File: src/rtl/pipe_stage_buffer_pkg.sv
// Shared types and helpers for the elastic pipeline stage buffer.
package pipe_stage_buffer_pkg;

    // Occupancy update selected by {push, pop}.
    typedef enum logic [1:0] {
        OCC_HOLD = 2'b00,
        OCC_POP  = 2'b01,
        OCC_PUSH = 2'b10,
        OCC_BOTH = 2'b11
    } occ_op_e;

    function automatic int ptr_width(input int depth);
        return (depth > 1) ? $clog2(depth) : 1;
    endfunction

endpackage

File: src/rtl/pipe_stage_buffer_if.sv
// Valid/ready handshake on both sides of a pipeline stage buffer.
interface pipe_stage_buffer_if #(
    parameter int WIDTH = 32
);
    logic             in_valid;
    logic             in_ready;
    logic [WIDTH-1:0] in_data;
    logic             out_valid;
    logic             out_ready;
    logic [WIDTH-1:0] out_data;

    // master: the surrounding pipeline; slave: the buffer itself.
    modport master (
        output in_valid, in_data, out_ready,
        input  in_ready, out_valid, out_data
    );

    modport slave (
        input  in_valid, in_data, out_ready,
        output in_ready, out_valid, out_data
    );
endinterface

File: src/rtl/pipe_stage_buffer_ring_ptr.sv
// Modulo-DEPTH pointer with synchronous clear; used for both ring buffer pointers.
module ring_ptr
    import pipe_stage_buffer_pkg::*;
#(
    parameter  int DEPTH = 2,
    localparam int PW    = ptr_width(DEPTH)
) (
    input  logic          CLK,
    input  logic          RST,
    input  logic          clr,
    input  logic          inc,
    output logic [PW-1:0] ptr
);

    // NOTE: state is written with <= so every flop samples pre-edge values.
    always_ff @(posedge CLK) begin
        if (RST || clr) begin
            ptr <= '0;
        end else if (inc) begin
            ptr <= (ptr == PW'(DEPTH - 1)) ? '0 : ptr + 1'b1;
        end
    end

endmodule

File: src/rtl/pipe_stage_buffer.sv
// Elastic pipeline stage register: DEPTH-entry ring buffer, registered in_ready, synchronous flush.
module pipe_stage_buffer
    import pipe_stage_buffer_pkg::*;
#(
    parameter  int WIDTH = 32,
    parameter  int DEPTH = 2,
    localparam int CW    = $clog2(DEPTH + 1)
) (
    input  logic                CLK,
    input  logic                RST,
    input  logic                flush,
    pipe_stage_buffer_if.slave  bus,
    output logic [CW-1:0]       count
);

    localparam int PW = ptr_width(DEPTH);

    logic [WIDTH-1:0] mem [DEPTH];
    logic [PW-1:0]    wp;
    logic [PW-1:0]    rp;
    logic [CW-1:0]    count_next;
    logic             in_ready_q;
    logic             out_valid;
    logic             push;
    logic             pop;

    assign out_valid = (count != '0);
    assign push      = bus.in_valid & in_ready_q & ~flush;
    assign pop       = out_valid & bus.out_ready & ~flush;

    ring_ptr #(.DEPTH(DEPTH)) u_wp (
        .CLK (CLK),
        .RST (RST),
        .clr (flush),
        .inc (push),
        .ptr (wp)
    );

    ring_ptr #(.DEPTH(DEPTH)) u_rp (
        .CLK (CLK),
        .RST (RST),
        .clr (flush),
        .inc (pop),
        .ptr (rp)
    );

    // NOTE: default assigned first so no path leaves count_next unassigned (no latch).
    always_comb begin
        count_next = count;
        unique case (occ_op_e'({push, pop}))
            OCC_PUSH: count_next = count + 1'b1;
            OCC_POP:  count_next = count - 1'b1;
            default:  count_next = count;
        endcase
    end

    // in_ready looks at count_next, never at out_ready, so a full buffer
    // only reopens in the cycle after the pop.
    always_ff @(posedge CLK) begin
        if (RST || flush) begin
            count      <= '0;
            in_ready_q <= 1'b1;
        end else begin
            count      <= count_next;
            in_ready_q <= (count_next < CW'(DEPTH));
        end
    end

    // NOTE: the array has no reset; count gates every visible read.
    always_ff @(posedge CLK) begin
        if (push) begin
            mem[wp] <= bus.in_data;
        end
    end

    assign bus.in_ready  = in_ready_q;
    assign bus.out_valid = out_valid;
    assign bus.out_data  = out_valid ? mem[rp] : '0;

endmodule

File: src/flat_wrapper.sv
// flat-port wrapper written by rule: the top's interface ports become plain ports
module pipe_stage_buffer_flat import pipe_stage_buffer_pkg::*;
#(
    parameter  int WIDTH = 32,
    parameter  int DEPTH = 2,
    localparam int CW    = $clog2(DEPTH + 1)
)
  (CLK, RST, flush, count, bus_in_valid, bus_in_data, bus_out_ready, bus_in_ready, bus_out_valid, bus_out_data);
  pipe_stage_buffer_if #(.WIDTH(WIDTH)) bus_i ();
  input  logic CLK;
  input  logic RST;
  input  logic flush;
  output logic [CW-1:0] count;
  input wire logic [$bits(bus_i.in_valid)-1:0] bus_in_valid;
  input wire logic [$bits(bus_i.in_data)-1:0] bus_in_data;
  input wire logic [$bits(bus_i.out_ready)-1:0] bus_out_ready;
  output wire logic [$bits(bus_i.in_ready)-1:0] bus_in_ready;
  output wire logic [$bits(bus_i.out_valid)-1:0] bus_out_valid;
  output wire logic [$bits(bus_i.out_data)-1:0] bus_out_data;
  assign bus_i.in_valid = bus_in_valid;
  assign bus_i.in_data = bus_in_data;
  assign bus_i.out_ready = bus_out_ready;
  assign bus_in_ready = bus_i.in_ready;
  assign bus_out_valid = bus_i.out_valid;
  assign bus_out_data = bus_i.out_data;
  pipe_stage_buffer #(.WIDTH(WIDTH), .DEPTH(DEPTH)) u_core (.CLK(CLK), .RST(RST), .flush(flush), .bus(bus_i), .count(count));
endmodule
File: config.mk
export PLATFORM = sky130hd
export DESIGN_NAME = pipe_stage_buffer_flat
export DESIGN_NICKNAME = d
export VERILOG_FILES = /design/src/rtl/pipe_stage_buffer_pkg.sv /design/src/rtl/pipe_stage_buffer_if.sv /design/src/rtl/pipe_stage_buffer_ring_ptr.sv /design/src/rtl/pipe_stage_buffer.sv /design/src/flat_wrapper.sv
export SDC_FILE = /design/constraint.sdc
export NUM_CORES = 1
export LEC_CHECK = 0
export CAP_MARGIN = 25
export CORE_MARGIN = 2
export CORE_UTILIZATION = 51
export CTS_CLUSTER_SIZE = 10
export DETAILED_ROUTE_END_ITERATION = 6
export DONT_BUFFER_PORTS = 1
export PLACE_DENSITY = 0.8
export SLEW_MARGIN = 30
export SYNTH_ARGS = -nofsm -noshare
export SYNTH_HDL_FRONTEND = slang
export SYNTH_SLANG_ARGS = --single-unit
File: constraint.sdc
create_clock -name CLK -period 2.5 [get_ports CLK]
set_input_delay 0.375 -clock CLK [delete_from_list [all_inputs] [get_ports CLK]]
set_output_delay 0.375 -clock CLK [all_outputs]
set_load 0.05 [all_outputs]
==> impl_metrics.csv <==
group,metric,value,unit
clock_network,cts_resized,0,
floorplanning,die_y,76.2,um
critical_path,worst-path-max-fanout,32,
drt,wire_per_inst,15.8,um
timing,finalMaxSlewViolations,0,
cells_and_area,multiInputGateArea,586,um2
power_and_ir_drop,powerDensity,724,nW/um2
power_and_ir_drop,vdd_drop_max,0.000564,V
drt,post_drt_via_cell_ratio,4.99,
clock_network,htreeDepth,3,
critical_path,crit_path_top_delay_cell,"buf_4",
timing,relSlewSlack,64.8,%
clock_network,cts_buffer_depth,2,
critical_path,crit_top_cell,"buf_4",
outcome,status,"completed",
clock_network,clock_latency,340,ps
timing,rsz0062_at_grt,"no",
clock_network,cts_setup_buffers,0,
synth,ys_ff_latch,70,
floorplanning,initial_utilization,52.4,%
timing,worst_slack,464,ps
synth,syn_inst,165,
timing,worst_pin_slew,529,ps
cells_and_area,seqCellArea,2040,um2
floorplanning,coreArea,5070,um2
floorplanning,rows,26,
worst_hold_path,worstHoldPathType,"input port to register",
power_and_ir_drop,p_leak,1.12,nW
synth,syn_area_per_cell,16.1,um2
clock_network,clkSinkCount,70,
drt,vias,1418,
placed_design,placed_cell_area,3040,um2
drt,wl,4500,um
drt,drc,0,
timing,clock.fmax,491,MHz
clock_network,cts_tree,"built",
floorplanning,pin_count,73,
timing,holdWs,126,ps
timing,layout_worst_path_cycle_share,81.5,%
global_route,grt-ovfl-total,0,
critical_path,path_buf_inv,2,
critical_path,crit_type,"register to primary output",
worst_hold_path,hold_end,"u_core.mem[1][19]$_DFFE_PP_",
global_route,first_global_vias,1528,
cells_and_area,drive_gt1_share,28.5,%
clock_network,root_buffer,"clkbuf_8",
global_route,antenna_found_initial,0,
synth,seq_area_frac_synth,76.8,%
critical_path,cp-start-kind,"register",
critical_path,arrival,1660,ps
cells_and_area,fill_cells,381,
floorplanning,die_x,76.2,um
cells_and_area,antenna_cells,0,
global_route,grt_pass1_wl,7120,um
synth,synth_cell_types,16,
timing,min_period,2040,ps
drt,drt-initial-drc-count,97,
worst_hold_path,whs_path_depth,0,
power_and_ir_drop,fin_total_pwr,2.34,mW
critical_path,max_stage_delay,440,ps
timing,setup_violations,0,
worst_hold_path,min-delay-start,"bus_in_data[19]",
critical_path,r2r_slack,710,ps
drt,dr.pass1.iters,4,
placed_design,hpwlAfterDp,3040,um
timing,clock_skew,8.42,ps
cells_and_area,final_area,3230,um2
timing,hold_viol,0,
global_route,grt_use_total,16.8,%
clock_network,holdBufCountCts,0,
placed_design,preCtsSetupSlack,742,ps
critical_path,endpoint_kind,"primary output",
placed_design,gp_congestion,0.724,
synth,yosysWarnings,0,
critical_path,ff2ff_path_depth,7,
placed_design,port_buffers,0,
critical_path,critical_path.top_delay_family,"buffers and inverters",
drt,ant_nets,0,
synth,syn-cell-area,2660,um2
flow_run,cap_violations,0,
critical_path,worstPathCellList,"buf_4, mux2i_1, nor2_1, buf_4",
clock_network,path_clk_slew,70,ps
synth,synth.net_count,203,
cells_and_area,syn2layout_area_growth,21.3,%
clock_network,cts_inserted_buffers,9,
cells_and_area,nets,247,
critical_path,critPathRequiredTime,2120,ps
global_route,grt_max_degree,34,
floorplanning,die_area,5810,um2
## power by group
group / total, mW / switching, mW / internal (mW)
clock: 0.851 / 0.398 / 0.453
combinational: 0.161 / 0.115 / 0.0466
sequential: 1.32 / 0.00974 / 1.32
total: 2.34 / 0.522 / 1.81
## cells in the mapped netlist
| master | instances | area (um2) |
|---|---|---|
| buf_2 | 4 | 20.0 |
| buf_4 | 3 | 22.5 |
| dfxtp_1 | 6 | 120 |
| edfxtp_1 | 64 | 1920 |
| ha_1 | 1 | 12.5 |
| inv_1 | 2 | 7.51 |
| mux2i_1 | 32 | 320 |
| nand2_1 | 1 | 3.75 |
| nor2_1 | 41 | 154 |
| nor3_1 | 1 | 5.00 |
| o21a_1 | 2 | 15.0 |
| o21ai_0 | 1 | 5.00 |
| o21ai_1 | 1 | 5.00 |
| or2_2 | 2 | 12.5 |
| xnor2_1 | 2 | 17.5 |
| xor2_1 | 2 | 17.5 |
## flip-flops by register name, indices dropped and copies added, names as in the netlist, named ones only
register and count:
u_core.bus.in_ready 1, u_core.count 1, u_core.mem 64, u_core.u_rp.ptr 1, u_core.u_wp.ptr 1
## worst register-to-register path, stage by stage (launching register included)
cell and delay [ps]:
dfxtp_1 320, buf_4 200, o21ai_0 320, nor2_1 90
ha_1 220, xnor2_1 160, o21a_1 200, o21a_1 180
## how the worst max path moves through the flow
stage / from / to / slack (ps) / cells past startpoint
2_1_floorplan: u_core.bus.in_ready$_SDFF_PP1_ / u_core.mem[0][0]$_DFFE_PP_ / -360 / 3
3_3_place_gp: register / bus_out_data[29] / 860 / 4
3_5_place_dp: register / register / 740 / 7
4_1_cts: register / bus_out_data[21] / 440 / 4
5_1_grt: register / bus_out_data[22] / 370 / 4
6_report: register / bus_out_data[21] / 460 / 4
## layout make-up
type,count,share of cell area [%]
clock buffers,9,3.84
clock inverters,7,2.02
multi-input cells,86,18.2
repair buffers,40,9.70
well taps,70,2.72
inverters,2,0.233
flip-flops and latches,70,63.3
## metrics by stage
step | instances | setup TNS [ps] | utilization, %
after detailed placement | 268 | 0 | 59.8
after global placement | 268 | 0 | 59.8
after floorplan | 165 | -22980 | -
final | 284 | 0 | 63.6
after CTS | 284 | 0 | 63.6
after global routing | 284 | 0 | 63.6
## logic make-up after synthesis
logic type,count (synthesis),share of synthesized area (%)
DFF,70,76.8
buffers and inverters,9,1.88
adders and majority gates,1,0.470
and+or+nand+nor,45,6.58
AOI/OAI and AO/OA,4,0.940
muxes,32,12.0
xor gates and xnor gates,4,1.32
## placed cells by master, fill, tap and decap left out, types with 3 or more instances in the layout
master / count
clkbuf_8: 9
buf_4: 39
edfxtp_1: 64
mux2i_1: 32
nor2_1: 38
clkinv_2: 3
dfxtp_1: 5
## layer usage
layer / vias up / global-route usage [%] / routed length (um)
li1: 684 / - / -
met1: 658 / 15.4 / 1610
met2: 58 / 29.2 / 2370
met3: 18 / 8.06 / 371
met4: 0 / 10.9 / 144
met5: - / 0 / 0
(Power assumes the default switching activity.)
